`src/rtl/note_sequencer.sv`:
```
// note_sequencer: playback FSM for one stored track.
// Walks the note-store entries {track, index}. Each note is timed from its length
// field and the tempo, and is followed by a fixed articulation gap.
module note_sequencer #(
   parameter int unsigned TICK_DIV = 3125000
) (
   input  logic       iCLK,
   input  logic       iRST_N,
   input  logic       iSTART,
   input  logic       iSTOP,
   input  logic       iLOOP,
   input  logic [2:0] iTRACK,
   input  logic [3:0] iLAST,
   input  logic [1:0] iTEMPO,
   output logic [6:0] oRD_ADDR,
   input  logic [8:0] iRD_DATA,
   output logic [5:0] oNOTE,
   output logic       oNOTE_VALID,
   output logic [3:0] oNOTE_IDX,
   output logic       oBUSY,
   output logic       oDONE,
   output logic [2:0] oSTATE
);

   localparam int unsigned TW = (TICK_DIV > 1) ? $clog2(TICK_DIV) : 1;
   localparam logic [TW-1:0] TICK_LAST = TW'(TICK_DIV - 1);

   typedef enum logic [2:0] {
      S_IDLE  = 3'd0,
      S_FETCH = 3'd1,
      S_LOAD  = 3'd2,
      S_PLAY  = 3'd3,
      S_GAP   = 3'd4,
      S_END   = 3'd5
   } state_t;

   state_t        state, state_nxt;
   logic [2:0]    track, track_nxt;
   logic [3:0]    last, last_nxt;
   logic [3:0]    idx, idx_nxt;
   logic [2:0]    len, len_nxt;
   logic [1:0]    tempo, tempo_nxt;
   logic [TW-1:0] tick, tick_nxt;
   logic [1:0]    unit, unit_nxt;
   logic [2:0]    dur, dur_nxt;
   logic [6:0]    addr, addr_nxt;
   logic [5:0]    note, note_nxt;
   logic          valid, valid_nxt;
   logic          busy_nxt, done_nxt;
   logic          busy, done;

   // State and every output register; reset forces all to zero immediately.
   always_ff @(posedge iCLK or negedge iRST_N) begin
      if (!iRST_N) begin
         state <= S_IDLE;
         track <= '0;
         last  <= '0;
         idx   <= '0;
         len   <= '0;
         tempo <= '0;
         tick  <= '0;
         unit  <= '0;
         dur   <= '0;
         addr  <= '0;
         note  <= '0;
         valid <= 1'b0;
         busy  <= 1'b0;
         done  <= 1'b0;
      end else begin
         state <= state_nxt;
         track <= track_nxt;
         last  <= last_nxt;
         idx   <= idx_nxt;
         len   <= len_nxt;
         tempo <= tempo_nxt;
         tick  <= tick_nxt;
         unit  <= unit_nxt;
         dur   <= dur_nxt;
         addr  <= addr_nxt;
         note  <= note_nxt;
         valid <= valid_nxt;
         busy  <= busy_nxt;
         done  <= done_nxt;
      end
   end

   // Next-state and next-register values. Outputs are registered, so the read
   // address is loaded on the transition into FETCH and the flags follow the
   // next state rather than the current one.
   always_comb begin
      state_nxt = state;
      track_nxt = track;
      last_nxt  = last;
      idx_nxt   = idx;
      len_nxt   = len;
      tempo_nxt = tempo;
      tick_nxt  = tick;
      unit_nxt  = unit;
      dur_nxt   = dur;
      addr_nxt  = addr;
      note_nxt  = note;
      valid_nxt = valid;

      case (state)
         S_IDLE: begin
            if (iSTART && !iSTOP) begin
               track_nxt = iTRACK;
               last_nxt  = iLAST;
               idx_nxt   = '0;
               addr_nxt  = {iTRACK, 4'd0};
               state_nxt = S_FETCH;
            end
         end
         S_FETCH: state_nxt = S_LOAD;
         S_LOAD: begin
            note_nxt  = iRD_DATA[5:0];
            len_nxt   = iRD_DATA[8:6];
            tempo_nxt = iTEMPO;
            tick_nxt  = '0;
            unit_nxt  = '0;
            dur_nxt   = '0;
            valid_nxt = (iRD_DATA[3:0] != 4'hF);
            state_nxt = S_PLAY;
         end
         S_PLAY: begin
            if (tick == TICK_LAST) begin
               tick_nxt = '0;
               if (unit == (2'd3 - tempo)) begin
                  unit_nxt = '0;
                  if (dur == len) begin
                     dur_nxt   = '0;
                     valid_nxt = 1'b0;
                     state_nxt = S_GAP;
                  end else begin
                     dur_nxt = dur + 3'd1;
                  end
               end else begin
                  unit_nxt = unit + 2'd1;
               end
            end else begin
               tick_nxt = tick + TW'(1);
            end
         end
         S_GAP: begin
            if (tick == TICK_LAST) begin
               tick_nxt = '0;
               if (idx != last) begin
                  idx_nxt   = idx + 4'd1;
                  addr_nxt  = {track, idx + 4'd1};
                  state_nxt = S_FETCH;
               end else if (iLOOP) begin
                  idx_nxt   = '0;
                  addr_nxt  = {track, 4'd0};
                  state_nxt = S_FETCH;
               end else begin
                  state_nxt = S_END;
               end
            end else begin
               tick_nxt = tick + TW'(1);
            end
         end
         S_END:   state_nxt = S_IDLE;
         default: state_nxt = S_IDLE;
      endcase

      // Abort and restart override the per-state behaviour; stop has priority.
      if (state != S_IDLE) begin
         if (iSTOP) begin
            state_nxt = S_IDLE;
            valid_nxt = 1'b0;
            note_nxt  = '0;
            idx_nxt   = '0;
            tick_nxt  = '0;
            unit_nxt  = '0;
            dur_nxt   = '0;
         end else if (iSTART) begin
            track_nxt = iTRACK;
            last_nxt  = iLAST;
            idx_nxt   = '0;
            addr_nxt  = {iTRACK, 4'd0};
            valid_nxt = 1'b0;
            tick_nxt  = '0;
            unit_nxt  = '0;
            dur_nxt   = '0;
            state_nxt = S_FETCH;
         end
      end

      busy_nxt = (state_nxt != S_IDLE);
      done_nxt = (state_nxt == S_END);
   end

   assign oRD_ADDR    = addr;
   assign oNOTE       = note;
   assign oNOTE_VALID = valid;
   assign oNOTE_IDX   = idx;
   assign oBUSY       = busy;
   assign oDONE       = done;
   assign oSTATE      = state;

endmodule

```
`config.mk`:
```
export PLATFORM = sky130hd
export DESIGN_NAME = note_sequencer
export DESIGN_NICKNAME = d
export VERILOG_FILES = /design/src/rtl/note_sequencer.sv
export SDC_FILE = /design/constraint.sdc
export NUM_CORES = 1
export LEC_CHECK = 0
export CAP_MARGIN = 20
export CORE_MARGIN = 5
export CORE_UTILIZATION = 45
export DETAILED_ROUTE_END_ITERATION = 10
export HOLD_SLACK_MARGIN = 0.02
export MAX_ROUTING_LAYER = met4
export PLACE_DENSITY = 0.69
export SYNTH_ARGS = -nofsm -noshare
export SYNTH_HDL_FRONTEND = slang
export SYNTH_SLANG_ARGS = --single-unit
```
`constraint.sdc`:
```
create_clock -name iCLK -period 3.3 [get_ports iCLK]
set_input_delay 0.66 -clock iCLK [delete_from_list [all_inputs] [get_ports iCLK]]
set_output_delay 0.66 -clock iCLK [all_outputs]
set_load 0.02 [all_outputs]
```
Word level (Yosys, flattened, before mapping) --
Index checks and enable logic that the tools add are counted.
Storage, ports and cells: flip-flop bits (word level) 62, input port bits 23, word-level logic and storage cells 100
Cells by class: $add $sub $neg 5, eq/ne operators 10, muxes and demuxes 65, reductions and logical operators 6
Operator list (number):
- $mux W22 | 4
- $mux W3 | 21
- $mux W7 | 7
- $mux W4 | 12
- $pmux W22 S2 | 1
- $add A22 B1 Y22 const B | 1
- $eq A22 B22 Y1 const B | 1
- $mux W6 | 3
- $pmux W3 S5 | 1
- $pmux W7 S2 | 1
- $mux W2 | 5
- $pmux W4 S2 | 1
- $eq A3 B2 Y1 const B | 2
- $eq A3 B3 Y1 const B | 2
- $mux W1 | 6
- $pmux W3 S2 | 1
- $reduce_bool A3 Y1 | 2
- $add A4 B1 Y4 const B | 1
- $ne A4 B4 Y1 | 1
- $ne A4 B4 Y1 const B | 1
- $pmux W2 S2 | 1
- $add A3 B1 Y3 const B | 1
- $eq A3 B1 Y1 const B | 1
- $eq A3 B3 Y1 | 1
- other kinds (8) | 8

Logic depth before layout (Yosys ltp) --
Gate-level depths: netlist (run 1).
depth in word-level cells 9, gate-level depth with buffers 8, gate-level depth less buffers 6

Least setup slack after synthesis (run 1) --
No wires, ideal clock.
path type register -> register, from register tick[0], to register tick[6], library setup time 0.099 ns, arrival 1.956 ns, data required time 3.201 ns, setup slack 1.245 ns, cell stages (with the launch flop) 9, clock period less this slack 2.055 ns, cell sequence dfrtp_1 -> ha_1 -> nor4bb_1 -> and4b_2 -> buf_2 -> a21oi_4 -> buf_2 -> o21ai_0 -> a311oi_1
On the way: word-level cells in the longest chain between the ends 6, elaborated cells between the ends (all ways) 7, classes of those cells add/sub: 1; eq/ne: 1; mux: 5
Ends and longest elaborated chain:
- start: declaration | RTL line 43 | logic [TW-1:0] tick, tick_nxt;
- start signal: assignment | RTL line 76 | tick <= tick_nxt;
- $add A22 B1 Y22 / $eq A22 B22 Y1 (equally long branches)
- $mux W22 (*) | RTL line 126, 145
- $pmux W22 S2 (*) | RTL line 104 | case (state)
- $mux W22 | RTL line 176 | end else if (iSTART) begin
- $mux W22 | RTL line 168 | if (iSTOP) begin
- $mux W22 (*) | RTL line 167 | if (state != S_IDLE) begin
- via tick_nxt[6] | RTL line 43
The timed path passes the listed nets; every way through them passes the cells marked *. A chain may end at the register's enable or synchronous reset.

Final worst setup path (run 1) --
from register tick[0], to register tick[11]
Same word-level chain as after synthesis.

==> impl_metrics.yaml, run 1 <==
grt:
  grt_util_met1_pct: 23.9
  grt_util_all_layers_pct: 18.9
  antenna_found_initial: 0
  busiest_layer: "met2"
  grt_overflow: 0
  grt_pass1_wl_um: 14400
  grtUsageMet2_pct: 30.4
  met3_usage_pct: 4.39
  grt_max_degree: 46
  grt_pass1_vias: 3023
layout:
  utilization_pct: 57.4
  antenna_cells: 0
  synthToLayoutAreaGrowth_pct: 23.0
  drive_gt1_share_pct: 8.22
  final_cells: 525
  fillers: 683
  nNetsFinal: 448
  design_area_um2: 4190
routing:
  ant_nets: 0
  routedWlPerCell_um: 15.8
  vias: 3015
  vias_per_cell: 5.74
  drt_pass1_iterations: 4
  drcViolationCount: 0
  wirelength_um: 8300
  dr.first_iter.drc_count: 144
setup_path:
  crit_chain: "ha_1, nor4bb_1, and4b_2, a21oi_4, buf_4, o21ai_0, a311oi_1"
  r2r_cells: 7
  cp_data_arrival_time_ns: 2.64
  worst-path-max-fanout: 26
  required_ns: 3.54
  cpMaxStageDelayCell: "dfrtp_1"
  crit_buf_inv: 1
  critPathMaxStageDelay_ns: 0.42
  crit_path_end_kind: "register"
  cp-start-kind: "register"
  worstSetupPathType: "register to register"
  worst-path-stages: 7
  cp_top_family: "compound AO/OA/AOI/OAI gates"
synthesis:
  ys_seq_area_share_pct: 45.6
  synth_top_cell_by_area: "dfrtp_1"
  synth_area_um2: 3410
  netlist_top_cells_area: "dfrtp_1, nand2_1, a311oi_1"
  yosysUniqueCellTypes: 59
  syn_area_per_cell_um2: 9.03
  syn_inst: 377
  synthFlopType: "dfrtp_1"
  synth-seq-cells: 62
  synth_top_area_share_pct: 45.6
  synth_edf_count: 0
  synth.most_common_cell: "nand2_1"
  ys_top_cells_by_count: "nand2_1, dfrtp_1, a21oi_1, nor2_1, a311oi_1"
  ys_warn_count: 0
  async_flop_share_pct: 100
  synth_nets: 403
cts:
  cts_root_buf: "clkbuf_8"
  insertion_delay_ns: 0.34
  cts_max_level: 3
  cts_resized: 0
  post_cts_buffers: 0
  cts_sinks: 62
  cts.hold.buffers_added: 0
  cts_made_buffers: 9
  clk_path_buf_depth: 2
  cts_tree: "yes"
  clkTransAtPathRegs_ns: 0.07
sta:
  relSlewSlack_pct: 50.5
  hold_viol: 0
  rsz0062_at_grt: "false"
  setup-tns-final_ns: 0
  skew_ns: 0.0128
  fin_crit_sh_pct: 72.7
  period_minus_slack_ns: 2.40
  slew_viol_final: 0
  tightest_slew_ns: 0.739
  max_freq_mhz: 417
  setup_viol: 0
job:
  cap_violations: 0
floorplan:
  dieHeight_um: 97.0
  die_w_um: 97.0
  die-area_um2: 9410
  core_um2: 7290
  initial_core_util_pct: 46.7
  row_count: 31
  ios: 46
power:
  finalPower_w: 0.00197
  p_per_area_nw_per_um2: 471
  ir_drop_v: 0.000270
  p_leak_nw: 1.75
placement:
  dp_cells: 509
  buffer_ports.inserted: 45
  gp_congestion: 0.847
  post-dp-hpwl_um: 5810
  place_area_um2: 3950
run_status:
  outcome: "complete, no violations"
hold_path:
  min_path_type: "input port to asynchronous set/reset pin"
-- final timing paths --
path | start | to | slack [ns]
min | iRST_N | len[2] | 0.18
max in group asynchronous | iRST_N | oRD_ADDR[1] | 2.59
min in group iCLK | track[0] | track[0] | 0.48
min reg2reg | track[0] | track[0] | 0.48
max reg2reg | tick[0] | tick[11] | 0.90
max | tick[0] | tick[11] | 0.90
-- where the power goes --
| group | switching [W] | internal, W | total, W |
|---|---|---|---|
| clock network | 0.000293 | 0.000460 | 0.000753 |
| logic | 0.000203 | 0.000146 | 0.000349 |
| registers | 0.0000452 | 0.000825 | 0.000870 |
| total | 0.000542 | 0.00143 | 0.00197 |
-- kinds of logic after synthesis --
| group | share of synthesized area (%) |
|---|---|
| mux | 0.882 |
| compound gates | 20.3 |
| flops | 45.6 |
| buf+inv | 2.79 |
| xor+xnor | 2.83 |
| fa+ha+maj | 1.10 |
| simple gates | 26.6 |
-- worst register-to-register path, stage by stage, from the launching register on --
cell,delay [ns]
dfrtp_1,0.42
ha_1,0.26
nor4bb_1,0.17
and4b_2,0.35
a21oi_4,0.34
buf_4,0.33
o21ai_0,0.15
a311oi_1,0.29
-- cell type report --
| cell class | instances | area, um^2 | area share [%] |
|---|---|---|---|
| well taps | 99 | 124 | 2.96 |
| inverters | 4 | 15.0 | 0.358 |
| flip-flops and latches | 62 | 1550 | 37.0 |
| clock inverters | 4 | 70.1 | 1.67 |
| clock buffers | 11 | 151 | 3.61 |
| multi-input cells | 292 | 1760 | 42.0 |
| repair buffers | 53 | 518 | 12.4 |
-- layout by cell type, fill, tap and decap left out, types with 6 or more instances in the layout --
cell type	instances
clkbuf_8	11
xor2_1	7
nand3_1	14
and3_1	6
a21oi_1	26
o21ai_0	13
a311oi_1	18
nand2_1	83
nor2_1	24
dfrtp_1	62
clkdlybuf4s50_1	44
nand2b_1	7
buf_4	7
-- metal layers --
metal  routed length [um]  up-vias
met4                   96        0
met3                  334        6
met2                 4050       58
met1                 3820     1455
li1                     -     1496
met5                    0        -
-- sequential cells by signal, indices dropped and copies added (netlist names) --
register,flops
tick,22
oDONE,1
oNOTE_VALID,1
dur,3
unit,2
len,3
oNOTE,6
track,3
oRD_ADDR,7
oNOTE_IDX,4
tempo,2
last,4
oBUSY,1
oSTATE,3
-- metrics by stage --
stage / hold slack [ns] / worst slack, ns
2_1_floorplan: 0.364 / 1.24
3_3_place_gp: 0.456 / 0.852
3_5_place_dp: 0.463 / 0.813
4_1_cts: 0.481 / 0.884
5_1_grt: 0.186 / 0.686
6_report: 0.182 / 0.900
(Power assumes the default switching activity.)
==> run 2: changes to the inputs <==
PLACE_DENSITY = 0.72   (was 0.69)
clock period = 1.96 ns   (was 3.3 ns; I/O delays follow)
==> run 2 against run 1 <==
The run now ends with negative setup slack left; wire length grew 15%; first-iteration DRC count grew 5.6%; clock power grew 70%; clock skew shrank 0.00081 ns; non-clock buffer count grew 51; total power grew 75%; worst hold slack lost 0.14 ns; via count grew 11%; fmax grew 20%; cell count grew 9.9%; die area is the same; critical path type unchanged.
==> impl_metrics.yaml, run 2 (same netlist as run 1, synthesis figures left out) <==
run_status:
  outcome: "finished, violations left"
  violations: "negative setup slack"
cts:
  clk_path_buf_depth: 2
  cts_max_level: 3
  insertion_delay_ns: 0.35
  cts_tree: "yes"
  clkTransAtPathRegs_ns: 0.08
  cts_made_buffers: 9
  cts_root_buf: "clkbuf_8"
  cts.hold.buffers_added: 0
  cts_sinks: 62
layout:
  nNetsFinal: 499
  drive_gt1_share_pct: 23.6
  final_cells: 577
  utilization_pct: 65.5
  synthToLayoutAreaGrowth_pct: 40.3
  fillers: 590
  multiInputGateArea_um2: 1910
  final-seq-area_um2: 1550
  final_cell_mix: "nand2_1, dfrtp_1, buf_4, clkdlybuf4s50_1"
  regMostFlops: "tick"
  largest_reg_flops: 22
  antenna_cells: 0
  final_common_cell: "nand2_1"
power:
  p_sw_share_pct: 28.9
  power.internal_w: 0.00245
  p_per_area_nw_per_um2: 721
  ir_drop_v: 0.000279
  switchingPower_w: 0.000996
  finalPower_w: 0.00344
  pwr-share-seq_pct: 42.7
  combPwrFrac_pct: 20.3
  clkPwrFrac_pct: 37.0
  p_leak_nw: 2.07
sta:
  setup_viol: 6
  slew_viol_final: 0
  setup-tns-final_ns: -0.113
  rsz0062_at_grt: "true"
  period_minus_slack_ns: 2.00
  fin_crit_sh_pct: 102
  whs_ns: 0.0380
  hold_viol: 0
  skew_ns: 0.0120
  max_freq_mhz: 501
  tightest_slew_ns: 0.464
  relSlewSlack_pct: 68.6
  worst_slack_ns: -0.0372
setup_path:
  cp-start-kind: "register"
  crit_path_end_kind: "register"
  cp_data_arrival_time_ns: 2.26
  r2r_cells: 7
  critPathLaunch: "tick[1]"
  worstSetupPathType: "register to register"
  reg2reg_to: "oDONE"
  required_ns: 2.22
  reg2reg_slack_ns: -0.04
  worst-path-max-fanout: 6
  worstSetupEndpoint: "oDONE"
  r2r_start: "tick[1]"
job:
  cap_violations: 0
routing:
  drcViolationCount: 0
  routedWlPerCell_um: 16.6
  vias: 3351
  vias_per_cell: 5.81
  dr.first_iter.drc_count: 152
  ant_nets: 0
  wirelength_um: 9570
  drt_pass1_iterations: 4
floorplan:
  die-area_um2: 9410
  row_count: 31
  die_w_um: 97.0
  dieHeight_um: 97.0
  core_um2: 7290
  initial_core_util_pct: 46.7
  ios: 46
grt:
  grt_overflow: 0
  grt_pass1_wl_um: 15600
  antenna_found_initial: 0
  grt_pass1_vias: 3259
  grt_util_all_layers_pct: 20.5
  grt_max_degree: 63
placement:
  dp_cells: 552
  gp_congestion: 0.871
  buffer_ports.inserted: 45
  post-dp-hpwl_um: 6490
hold_path:
  min_path_type: "input port to asynchronous set/reset pin"
run 2: changes by cell type in the layout (fill, tap and decap cells not counted), sizes merged:
| cell | before | now |
|---|---|---|
| dlygate4sd2 | 0 | 1 |
| dlymetal6s2s | 0 | 2 |
| buf | 9 | 60 |
| clkinvlp | 0 | 2 |
| clkdlybuf4s50 | 44 | 41 |
| clkbuf | 11 | 10 |
run 2: worst min path at each step:
stage,startpoint,to,slack [ns]
6_report,iRST_N,len[0],0.04
5_1_grt,iRST_N,len[2],0.06
4_1_cts,iRST_N,len[0],0.04
3_5_place_dp,iRST_N,len[0],0.42
3_3_place_gp,iRST_N,len[0],0.43
2_1_floorplan,iRST_N,dur[0],0.1
run 2: final cells by class:
type,instances,share of cell area (%)
flip-flops and latches,62,32.5
well taps,99,2.59
inverters,4,0.314
repair buffers,104,19.9
multi-input cells,292,40.0
clock inverters,6,1.78
clock buffers,10,2.88
run 2: stage by stage:
step | area [um^2] | worst slack (ns)
final | 4780 | -0.0372
after global routing | 4780 | -0.130
after CTS | 4610 | -0.0363
after detailed placement | 4330 | -0.165
after global placement | 4330 | -0.0998
after floorplan | 3440 | -0.0123
run 2: metal layers:
layer	GRT usage (%)	share of wire (%)	vias to the layer above
li1	-	-	1585
met1	24.9	42	1643
met2	33.1	51	105
met3	4.32	5.0	18
met5	-	0	-
met4	8.42	2.0	0
run 2: power by group through the flow:
stage | logic [W] | clock network (W) | registers [W]
detailed placement | 0.000666 | 0 | 0.00149
global route | 0.000761 | 0.00136 | 0.00148
global placement | 0.000651 | 0 | 0.00149
floorplan | 0.000288 | 0 | 0.00153
finish | 0.000699 | 0.00128 | 0.00147
CTS | 0.000677 | 0.00130 | 0.00147
run 2: critical path: stages (launching register included):
cell and delay (ns):
dfrtp_1 0.38, ha_2 0.19, nor4bb_4 0.15, and4b_2 0.31, a2111oi_0 0.45, a311oi_1 0.10, buf_4 0.16, nor3_1 0.17
run 2: timing repair:
item | in CTS | in global routing
endpoints found under the setup margin | 26 | 45
endpoints found under the hold margin | 0 | 0
resized for setup | 5 | 29
setup buffers | 4 | 4
pin swaps | 2 | 10
gates cloned | 0 | 1
==> run 3: changes to the inputs <==
CORE_ASPECT_RATIO = 0.5   (was unset)
==> run 3 against run 2 <==
Critical endpoint is now tick[4]; largest cell class unchanged; setup slack worse by 0.033 ns; wire length increased by 10%; the run still ends with negative setup slack left; register-to-register slack worse by 0.03 ns.
==> impl_metrics.yaml, run 3 (same netlist as run 1, synthesis figures left out) <==
cts:
  cts.hold.buffers_added: 0
  cts_max_level: 3
  cts_tree: "yes"
  cts_made_buffers: 9
  clkTransAtPathRegs_ns: 0.05
  insertion_delay_ns: 0.34
  clk_path_buf_depth: 2
  cts_root_buf: "clkbuf_16"
  cts_sinks: 62
layout:
  antenna_cells: 0
  final_cell_mix: "nand2_1, dfrtp_1, buf_4, clkdlybuf4s50_1"
  final_cells: 569
  final_common_cell: "nand2_1"
  fillers: 539
  regMostFlops: "tick"
  design_area_um2: 4950
  multiInputGateArea_um2: 1990
  largest_reg_flops: 22
  drive_gt1_share_pct: 24.9
  nNetsFinal: 494
  synthToLayoutAreaGrowth_pct: 45.4
  final-seq-area_um2: 1560
setup_path:
  crit_path_end_kind: "register"
  critPathLaunch: "tick[1]"
  cp_data_arrival_time_ns: 2.26
  cp-start-kind: "register"
  required_ns: 2.18
  r2r_start: "tick[1]"
  worstSetupPathType: "register to register"
  worst-path-max-fanout: 5
routing:
  wl_met2_um: 5090
  wl_met3_um: 663
  wl_met1_um: 4570
  drcViolationCount: 0
  vias_per_cell: 6.00
  ant_nets: 0
  drt_pass1_iterations: 5
  routedWlPerCell_um: 18.6
  dr.first_iter.drc_count: 296
  vias: 3414
  top_layer: "met4"
  wirelength_um: 10600
run_status:
  violations: "negative setup slack"
  outcome: "finished, violations left"
power:
  power.internal_w: 0.00291
  combPwrFrac_pct: 17.7
  p_sw_share_pct: 26.4
  p_leak_nw: 2.11
  p_per_area_nw_per_um2: 800
  finalPower_w: 0.00396
  clkPwrFrac_pct: 44.9
  pwr-share-seq_pct: 37.4
  switchingPower_w: 0.00105
  ir_drop_v: 0.000417
sta:
  skew_ns: 0.00551
  setup-tns-final_ns: -0.420
  relSlewSlack_pct: 58.6
  tightest_slew_ns: 0.613
  hold_viol: 0
  rsz0062_at_grt: "true"
  whs_ns: 0.0448
  fin_crit_sh_pct: 104
  slew_viol_final: 0
  worst_slack_ns: -0.0706
  setup_viol: 11
  max_freq_mhz: 492
  period_minus_slack_ns: 2.03
floorplan:
  ios: 46
  row_count: 22
  die_w_um: 133
  core_um2: 7350
  die-area_um2: 9510
  initial_core_util_pct: 46.3
  dieHeight_um: 71.5
grt:
  antenna_found_initial: 0
  grt_overflow: 0
  grt_pass1_wl_um: 17000
  grt_util_all_layers_pct: 22.8
  grt_max_degree: 63
  grt_pass1_vias: 3384
hold_path:
  min_path_type: "input port to asynchronous set/reset pin"
job:
  cap_violations: 0
placement:
  place_area_um2: 4300
  post-dp-hpwl_um: 6550
  gp_congestion: 0.909
  buffer_ports.inserted: 45
  dp_cells: 545
==> run 3: changes by cell type in the layout (fill, tap and decap cells not counted), sizes merged, moves of 2 or more <==
cell,delta
buf,-7
clkbuf,+4
clkinvlp,-2
clkdlybuf4s50,+2
==> run 3: repair_timing <==
action | 4_1_cts | 5_1_grt
buffers inserted | 2 | 2
gates cloned | 1 | 3
pin swaps | 6 | 19
resized for setup | 10 | 44
setup endpoints to repair | 16 | 39
==> run 3: power by group through the flow <==
stage | Combinational [W] | Clock, W | Sequential (W)
CTS | 0.000670 | 0.00180 | 0.00148
global placement | 0.000630 | 0 | 0.00149
floorplan | 0.000288 | 0 | 0.00153
detailed placement | 0.000651 | 0 | 0.00150
finish | 0.000701 | 0.00178 | 0.00148
global route | 0.000764 | 0.00187 | 0.00149
==> run 3: per-stage QoR <==
| step | utilization [%] | setup slack [ns] |
|---|---|---|
| finish | 67.4 | -0.0706 |
| global route | 67.4 | -0.148 |
| CTS | 64.2 | 0.000648 |
| detailed placement | 58.5 | -0.129 |
| global placement | 58.5 | -0.0331 |
| floorplan | - | -0.0123 |
==> run 3: path summary, 6_finish.rpt <==
path | end | slack (ns) | depth (start not counted)
max | tick[4] | -0.07 | 8
min | tick[9] | 0.04 | 2
max reg2reg | tick[4] | -0.07 | 8
min reg2reg | track[1] | 0.48 | 2
max in group asynchronous | oNOTE_IDX[0] | 1.60 | 2
min in group iCLK | track[1] | 0.48 | 2
==> run 3: final cells by class <==
type                    instances  share of cell area, %
repair buffers                 98                   18.7
flip-flops and latches         62                   31.5
well taps                      96                   2.42
inverters                       4                  0.303
clock buffers                  13                   5.46
clock inverters                 3                   1.31
multi-input cells             293                   40.3
==> run 3: per-layer routing <==
| layer | vias to the layer above | global-route usage, % |
|---|---|---|
| met2 | 125 | 37.2 |
| met3 | 24 | 7.15 |
| met4 | 0 | 5.65 |
| met5 | - | - |
| met1 | 1681 | 28.0 |
| li1 | 1584 | - |
==> run 3: critical path: stages (launching register included) <==
cell      delay [ns]
dfrtp_1         0.38
ha_2            0.20
nor4bb_4        0.16
and4b_4         0.27
a21oi_4         0.29
buf_4           0.17
buf_6           0.10
nand2_1         0.05
a311oi_1        0.28
